File: config.mk
export PLATFORM = sky130hd
export DESIGN_NAME = tank_uart_tx_scheduler
export DESIGN_NICKNAME = d
export VERILOG_FILES = /design/src/rtl/tank_uart_tx_scheduler.sv
export SDC_FILE = /design/constraint.sdc
export NUM_CORES = 1
export LEC_CHECK = 0
export CORE_ASPECT_RATIO = 1.25
export CORE_MARGIN = 2
export CORE_UTILIZATION = 35
export CTS_CLUSTER_SIZE = 25
export DETAILED_ROUTE_END_ITERATION = 8
export PLACE_DENSITY = 0.59
export SYNTH_ARGS = -nofsm -noshare
export SYNTH_HDL_FRONTEND = slang
export SYNTH_SLANG_ARGS = --single-unit
export TNS_END_PERCENT = 20
File: constraint.sdc
create_clock -name clk -period 3.4 [get_ports clk]
set_clock_uncertainty 0.2 [all_clocks]
set_input_delay 0.51 -clock clk [delete_from_list [all_inputs] [get_ports clk]]
set_output_delay 0.51 -clock clk [all_outputs]
set_load 0.01 [all_outputs]
File: src/rtl/tank_uart_tx_scheduler.sv
// tank_uart_tx_scheduler: snapshots tank state on divided vsync rises and
// streams it as a 9-byte packet over a valid/ready byte link.
module tank_uart_tx_scheduler #(
    parameter int unsigned FRAME_DIV = 2,
    parameter logic [7:0]  SYNC_BYTE = 8'hA5
) (
    input  logic       clk,
    input  logic       rst,
    input  logic       vsync,
    input  logic       select_mode,
    input  logic [9:0] xpos_UART,
    input  logic [9:0] ypos_UART,
    input  logic [1:0] direction_tank,
    input  logic [9:0] xpos_bullet,
    input  logic [9:0] ypos_bullet,
    input  logic       tank_hit,
    input  logic [2:0] direction_for_enemy,
    input  logic [7:0] HP_our_state,
    input  logic       tx_ready,
    output logic [7:0] tx_data,
    output logic       tx_valid,
    output logic       busy,
    output logic       frame_sent,
    output logic       hit_pending,
    output logic [7:0] dropped_frames
);
    typedef enum logic [1:0] {IDLE, LOAD, SEND} state_t;

    state_t          state_q, state_d;
    logic            vsync_q;
    logic [7:0]      frame_cnt_q, frame_cnt_d, drop_q, drop_d, tx_data_q, tx_data_d;
    logic            hit_q, hit_d, tx_valid_q, tx_valid_d, sent_q, sent_d;
    logic [3:0]      idx_q, idx_d;
    logic [8:1][7:0] pkt_q, pkt_d;
    logic            rise, trigger, capture;
    logic [39:0]     pos;

    assign rise    = vsync & ~vsync_q;
    assign trigger = rise & (hit_q | (frame_cnt_q == 8'(FRAME_DIV - 1)));
    assign capture = trigger & (state_q == IDLE);
    assign pos     = {xpos_UART, ypos_UART, xpos_bullet, ypos_bullet};

    always_comb begin
        frame_cnt_d = trigger ? 8'd0 : (rise ? frame_cnt_q + 8'd1 : frame_cnt_q);
        // a capture consumes any pending hit, including one arriving this cycle
        hit_d       = capture ? 1'b0 : (hit_q | tank_hit);
        drop_d      = (trigger && state_q != IDLE && drop_q != 8'hFF) ? drop_q + 8'd1 : drop_q;
        state_d     = state_q;
        pkt_d       = pkt_q;
        idx_d       = idx_q;
        tx_data_d   = tx_data_q;
        tx_valid_d  = tx_valid_q;
        sent_d      = 1'b0;
        case (state_q)
            IDLE: if (capture) begin
                state_d  = LOAD;
                pkt_d[1] = {select_mode, hit_q | tank_hit, direction_for_enemy, direction_tank, 1'b0};
                pkt_d[2] = pos[39:32];
                pkt_d[3] = pos[31:24];
                pkt_d[4] = pos[23:16];
                pkt_d[5] = pos[15:8];
                pkt_d[6] = pos[7:0];
                pkt_d[7] = HP_our_state;
            end
            LOAD: begin
                pkt_d[8]   = pkt_q[1] ^ pkt_q[2] ^ pkt_q[3] ^ pkt_q[4] ^ pkt_q[5] ^ pkt_q[6] ^ pkt_q[7];
                idx_d      = 4'd0;
                tx_data_d  = SYNC_BYTE;
                tx_valid_d = 1'b1;
                state_d    = SEND;
            end
            SEND: if (tx_valid_q && tx_ready) begin
                if (idx_q == 4'd8) begin
                    state_d    = IDLE;
                    tx_valid_d = 1'b0;
                    sent_d     = 1'b1;
                end else begin
                    idx_d     = idx_q + 4'd1;
                    tx_data_d = pkt_q[idx_q + 4'd1];
                end
            end
            default: state_d = IDLE;
        endcase
    end

    always_ff @(posedge clk or negedge rst) begin
        if (!rst) begin
            state_q     <= IDLE;
            vsync_q     <= 1'b1;
            frame_cnt_q <= 8'd0;
            drop_q      <= 8'd0;
            tx_data_q   <= 8'd0;
            hit_q       <= 1'b0;
            tx_valid_q  <= 1'b0;
            sent_q      <= 1'b0;
            idx_q       <= 4'd0;
            pkt_q       <= '0;
        end else begin
            state_q     <= state_d;
            vsync_q     <= vsync;
            frame_cnt_q <= frame_cnt_d;
            drop_q      <= drop_d;
            tx_data_q   <= tx_data_d;
            hit_q       <= hit_d;
            tx_valid_q  <= tx_valid_d;
            sent_q      <= sent_d;
            idx_q       <= idx_d;
            pkt_q       <= pkt_d;
        end
    end

    assign tx_data        = tx_data_q;
    assign tx_valid       = tx_valid_q;
    assign busy           = state_q != IDLE;
    assign frame_sent     = sent_q;
    assign hit_pending    = hit_q;
    assign dropped_frames = drop_q;
endmodule
## Word level (Yosys, flattened, before mapping)

Cells that the tools add are included.
W data, S select, Z words.

- Output and inout bits: 20
- Word-level logic and storage cells: 74
- Bits in registers: 97
- Bits of input ports: 59

- Bitwise gates (word level): 12
- Reductions and logical operators: 11
- $lt $le $gt $ge: 1
- $add $sub $neg: 3
- Eq/ne operators: 9
- Multiplexer cells: 21

Operators by type and width:

| kind | number |
|---|---|
| $xor A8 B8 Y8 | 6 |
| $mux W8 | 5 |
| $bmux W8 S4 | 1 |
| $add A8 B1 Y8 const B | 2 |
| $pmux W8 S2 | 1 |
| $reduce_and A3 Y1 | 3 |
| $eq A8 B1 Y1 const B | 1 |
| $mux W4 | 2 |
| $ne A2 B2 Y1 const B | 4 |
| $ne A8 B8 Y1 const B | 1 |
| $pmux W4 S2 | 1 |
| $mux W1 | 6 |
| $mux W2 | 3 |
| $pmux W2 S3 | 1 |
| $reduce_bool A2 Y1 | 3 |
| $lt A4 B5 Y1 const B | 1 |
| $add A4 B1 Y4 const B | 1 |
| $eq A4 B4 Y1 const B | 1 |
| $and A1 B1 Y1 | 3 |
| $logic_and A1 B1 Y1 | 3 |
| $eq A2 B1 Y1 const B | 1 |
| $eq A2 B2 Y1 const B | 1 |
| $logic_not A2 Y1 | 1 |
| $or A1 B1 Y1 | 2 |
| other kinds (3) | 3 |

## Depth between registers and ports, before layout

- Word-level depth: 6
- Mapped depth: 9
- Gate-level depth less buffers: 6

## Worst setup path after synthesis

OpenSTA, ideal clock, no wires.

- Path kind: register to register
- Start: register idx_q[0]
- End: register tx_data_q[7], in the netlist tx_data[7]
- Buffers on the path: 2
- Stages on the path, launching flop included: 8
- Period minus slack after synthesis: 2552 ps
- Setup time: 126 ps
- Data arrival time: 2226 ps
- Data required time: 3074 ps
- Slack: 848 ps
- Path through: dfrtp_1 inv_1 clkbuf_1 ha_1 buf_2 mux4_2 mux2_2 a221o_1

- Cells in the longest elaborated chain, start to end: 6
- Elaborated cells between the ends (all ways): 9
- Those cells by class: add/sub: 1; eq/ne: 2; mux: 5; reduce/logical: 1

RTL lines:

| item | RTL line | RTL |
|---|---|---|
| start, declared | 33 | `logic [3:0] idx_q, idx_d;` |
| start signal, assigned | 107 | `idx_q <= idx_d;` |
| $add A4 B1 Y4 | 79 | `tx_data_d = pkt_q[idx_q + 4'd1];` |
| $bmux W8 S4 | 79 |  |
| $mux W8 (not written as such) | 79 |  |
| $mux W8 | 73 | `if (idx_q == 4'd8) begin` |
| $mux W8 | 72 | `SEND: if (tx_valid_q && tx_ready) begin` |
| $pmux W8 S2 | 54 | `case (state_q)` |
| end signal, assigned | 103 | `tx_data_q <= tx_data_d;` |
| end, declared | 31 | `logic [7:0] frame_cnt_q, frame_cnt_d, drop_q, drop_d, tx_data_q, tx_data_d;` |

Parallel ways exist; a longest one is shown, timed or not. The select of a mux whose other input is x is not followed.
A chain may end at the register's enable or synchronous reset.

## Final worst setup path

- Start: register idx_q[0]
- End: register tx_data_q[2], in the netlist tx_data[2]

The elaborated chain is that of the path after synthesis.

==> results.txt <==
Clock Latency Late Sink: 0.34 ns
Pin count of the biggest net entering global routing: 58
Mapped Area: 0.00505 mm2
Core area: 0.0142 mm2
Critical Path AT: 2.88 ns
Post-route DRC: 0
Sequential area share after synthesis: 48.1%
Clock share of power: 16.9%
Top delay family on crit path: flip-flops
Die Area: 0.0154 mm2
Hold WC Path Type: input port to async pin
Rows: 49
CP startpoint: idx_q[0]
Antenna-violating nets left: 0
Fin. Hold Viols: 0
Vias: 3389
Simple-gate share of the synthesized area: 10.8%
Detailed Route WL: 10800 um
Number of I/O pins: 79
Fin util: 44.1%
Most used cell, CP: mux2i_1
Final min period: 2.85 ns
Routed wire per std cell: 15.9 um
Synth area leaders: dfrtp_1 48%, mux2_4 8.0%, xnor2_1 7.5%
Slew HR: 40.3%
Synth top area share: 47.6%
Sequential power share: 37.1%
Synth Area in Compound Gates: 5.45%
Drt first pass iters: 4
Mux contribution to synthesized area: 21.2%
Area of the multi-input gates: 0.00248 mm2
CTS tree: built
Synth area leader: dfrtp_1
Post-Synth XOR/XNOR Area: 10.6%
CTS Hold Bufs: 0
PwrDens: 909 mW/mm2
Yosys reg bits: 97
Critical setup path kind: flip-flop to flip-flop
Cells after synthesis: 419
Req. time, crit path: 3.43 ns
Routed vias/inst: 4.98
Buf/Inv on CP: 2
Layout cell share with drive strength beyond 1: 17.9%
CTS Root Cell: clkbuf_16
Static Leak: 2.68 nW
Status: finished clean
Synth-to-Final Area Change: 24.4%
Asr flop ratio synth: 100%
Number of synthesized flops with an enable pin: 0
Number of buffers added for setup after CTS: 0
Post-Syn Nets: 483
Setup crit end kind: flip-flop
RSZ-0062 raised after global routing: no
Crit-path max cell delay: 0.61 ns
Sw power: 1.97 mW
Yosys warns: 0
# Max-Cap Violations: 0
Initial antenna violation count: 0
Combinational fraction of design power: 46.0%
Worst-path clk slew: 0.07 ns
Setup TNS: 0 ns
Peak VDD IR: 0.296 mV
Chip width: 111 um
Achievable frequency: 351 MHz
Antenna diodes: 0
H-tree levels: 3
Starting Density: 35.5%
Library cells used by synthesis: 48
Die Y: 138 um
First-pass GRT wire length: 18100 um
Max-slew violation count: 0
Synthesized area per cell: 12.0 um2
Vias in the first global route: 3526
GP Congestion: 0.880
PortBufs: 78
Largest family of logic cells by synthesized area: multiplexers
GRT overflow: 0
Worst-case clock buffer depth: 2
Total track usage: 14.7%
FF-to-FF Start: idx_q[0]
Clock sink count: 97
Startpoint Class: flip-flop
Flip-flop and latch area: 0.00243 mm2
Final setup fails: 0
Main synth FF type: dfrtp_1
Detail Placement HPWL: 7950 um
Final cycle utilization of the critical path: 83.8%
Final #Nets: 562
Synth Area in Adders: 1.24%
Least-Margin Pin Slew: 0.895 ns
Sw frac: 34.6%
Worst-path cell chain: inv_1 > ha_1 > buf_4 > mux2i_1 > mux2i_1 > mux2_2 > a221o_1
Initial DRC Count: 91
Maximum fanout along the worst path: 20
CTS Buf Count: 9
Filler cell count: 1335
CTS resizes: 0
CP max stage cell: dfrtp_1
Cell internal pwr: 3.73 mW
==> per-stage QoR <==
step	instances	hold slack, ns	power, mW	setup WS (ns)	area [um2]
floorplan	419	0.0144	4.10	0.848	5050
global placement	665	0.263	4.71	0.583	6000
detailed placement	665	0.270	4.79	0.527	6000
CTS	681	0.0289	5.78	0.512	6280
global route	681	0.0665	6.11	0.325	6280
finish	681	0.00681	5.71	0.552	6280
==> metal layers <==
| layer | track usage, % | routed length, um | vias to the layer above |
|---|---|---|---|
| li1 | - | - | 1637 |
| met1 | 19.6 | 4890 | 1654 |
| met2 | 23.7 | 5220 | 78 |
| met3 | 2.37 | 441 | 20 |
| met4 | 6.69 | 264 | 0 |
| met5 | 0 | 0 | - |
==> logic make-up after synthesis <==
logic type | after synthesis
buffers and inverters | 25
adder cells (fa/ha/maj) | 5
AND/OR/NAND/NOR | 107
XOR/XNOR | 60
AO/OA/AOI/OAI | 42
flip-flops | 97
multiplexers | 83
==> worst reg2reg max path: stages (launching register included) <==
cell     delay (ns)
dfrtp_1        0.61
inv_1          0.12
ha_1           0.57
buf_4          0.38
mux2i_1        0.23
mux2i_1        0.09
mux2_2         0.26
a221o_1        0.28
==> path summary, 6_finish.rpt <==
kind	to	slack, ns	cells past startpoint
setup / recovery	tx_data[2]	0.55	7
hold reg to reg	pkt_q[57]	0.28	2
hold / removal	frame_cnt_q[2]	0.007	1
setup reg to reg	tx_data[2]	0.55	7
min in group clk	pkt_q[57]	0.28	2
max in group asynchronous	pkt_q[34]	2.16	2
==> area by class of cell <==
cell class / instances / share of cell area, %
multi-input combinational: 297 / 39.6
sequential: 97 / 38.7
timing repair buffer: 86 / 13.4
clock buffer: 14 / 4.21
tap: 178 / 3.55
inverter: 7 / 0.419
clock inverter: 2 / 0.199
==> state kept, by name, indices dropped and copies added (netlist names) <==
signal          count
idx_q               4
frame_sent          1
dropped_frames      8
frame_cnt_q         8
pkt_q              63
tx_data             8
vsync_q             1
hit_pending         1
tx_valid            1
state_q             2
==> cell usage in the layout, fill, tap and decap left out, types with 7 or more instances in the layout <==
| cell type | n |
|---|---|
| inv_1 | 7 |
| xor2_1 | 16 |
| dfrtp_1 | 96 |
| nand2_1 | 31 |
| nand4_1 | 8 |
| xnor2_1 | 43 |
| nor2_1 | 17 |
| nand3_1 | 22 |
| mux2i_1 | 20 |
| clkdlybuf4s50_1 | 77 |
| mux2_2 | 31 |
| buf_4 | 9 |
| o21ai_0 | 18 |
| clkbuf_16 | 9 |
| mux2_4 | 27 |
==> power groups by stage <==
stage                     Sequential, mW  Clock (mW)  Combinational [mW]
after detailed placement            2.14           0                2.66
after global placement              2.13           0                2.58
after floorplan                     2.01           0                2.09
after CTS                           2.12       0.988                2.66
after global routing                2.20        1.03                2.88
final                               2.12       0.963                2.63
==> synthesized netlist by cell type, types with 4 or more instances <==
cell,instances
a21oi_1,5
buf_2,5
buf_6,4
clkbuf_1,8
dfrtp_1,96
ha_1,5
inv_1,7
mux2_2,31
mux2_4,27
mux2i_1,20
mux4_2,5
nand2_1,31
nand2b_1,5
nand3_1,22
nand4_1,8
nor2_1,17
nor3_1,4
o211ai_1,4
o21ai_0,18
o2bb2ai_1,4
xnor2_1,43
xor2_1,16
Note: power is estimated with default switching activity, not from simulation.
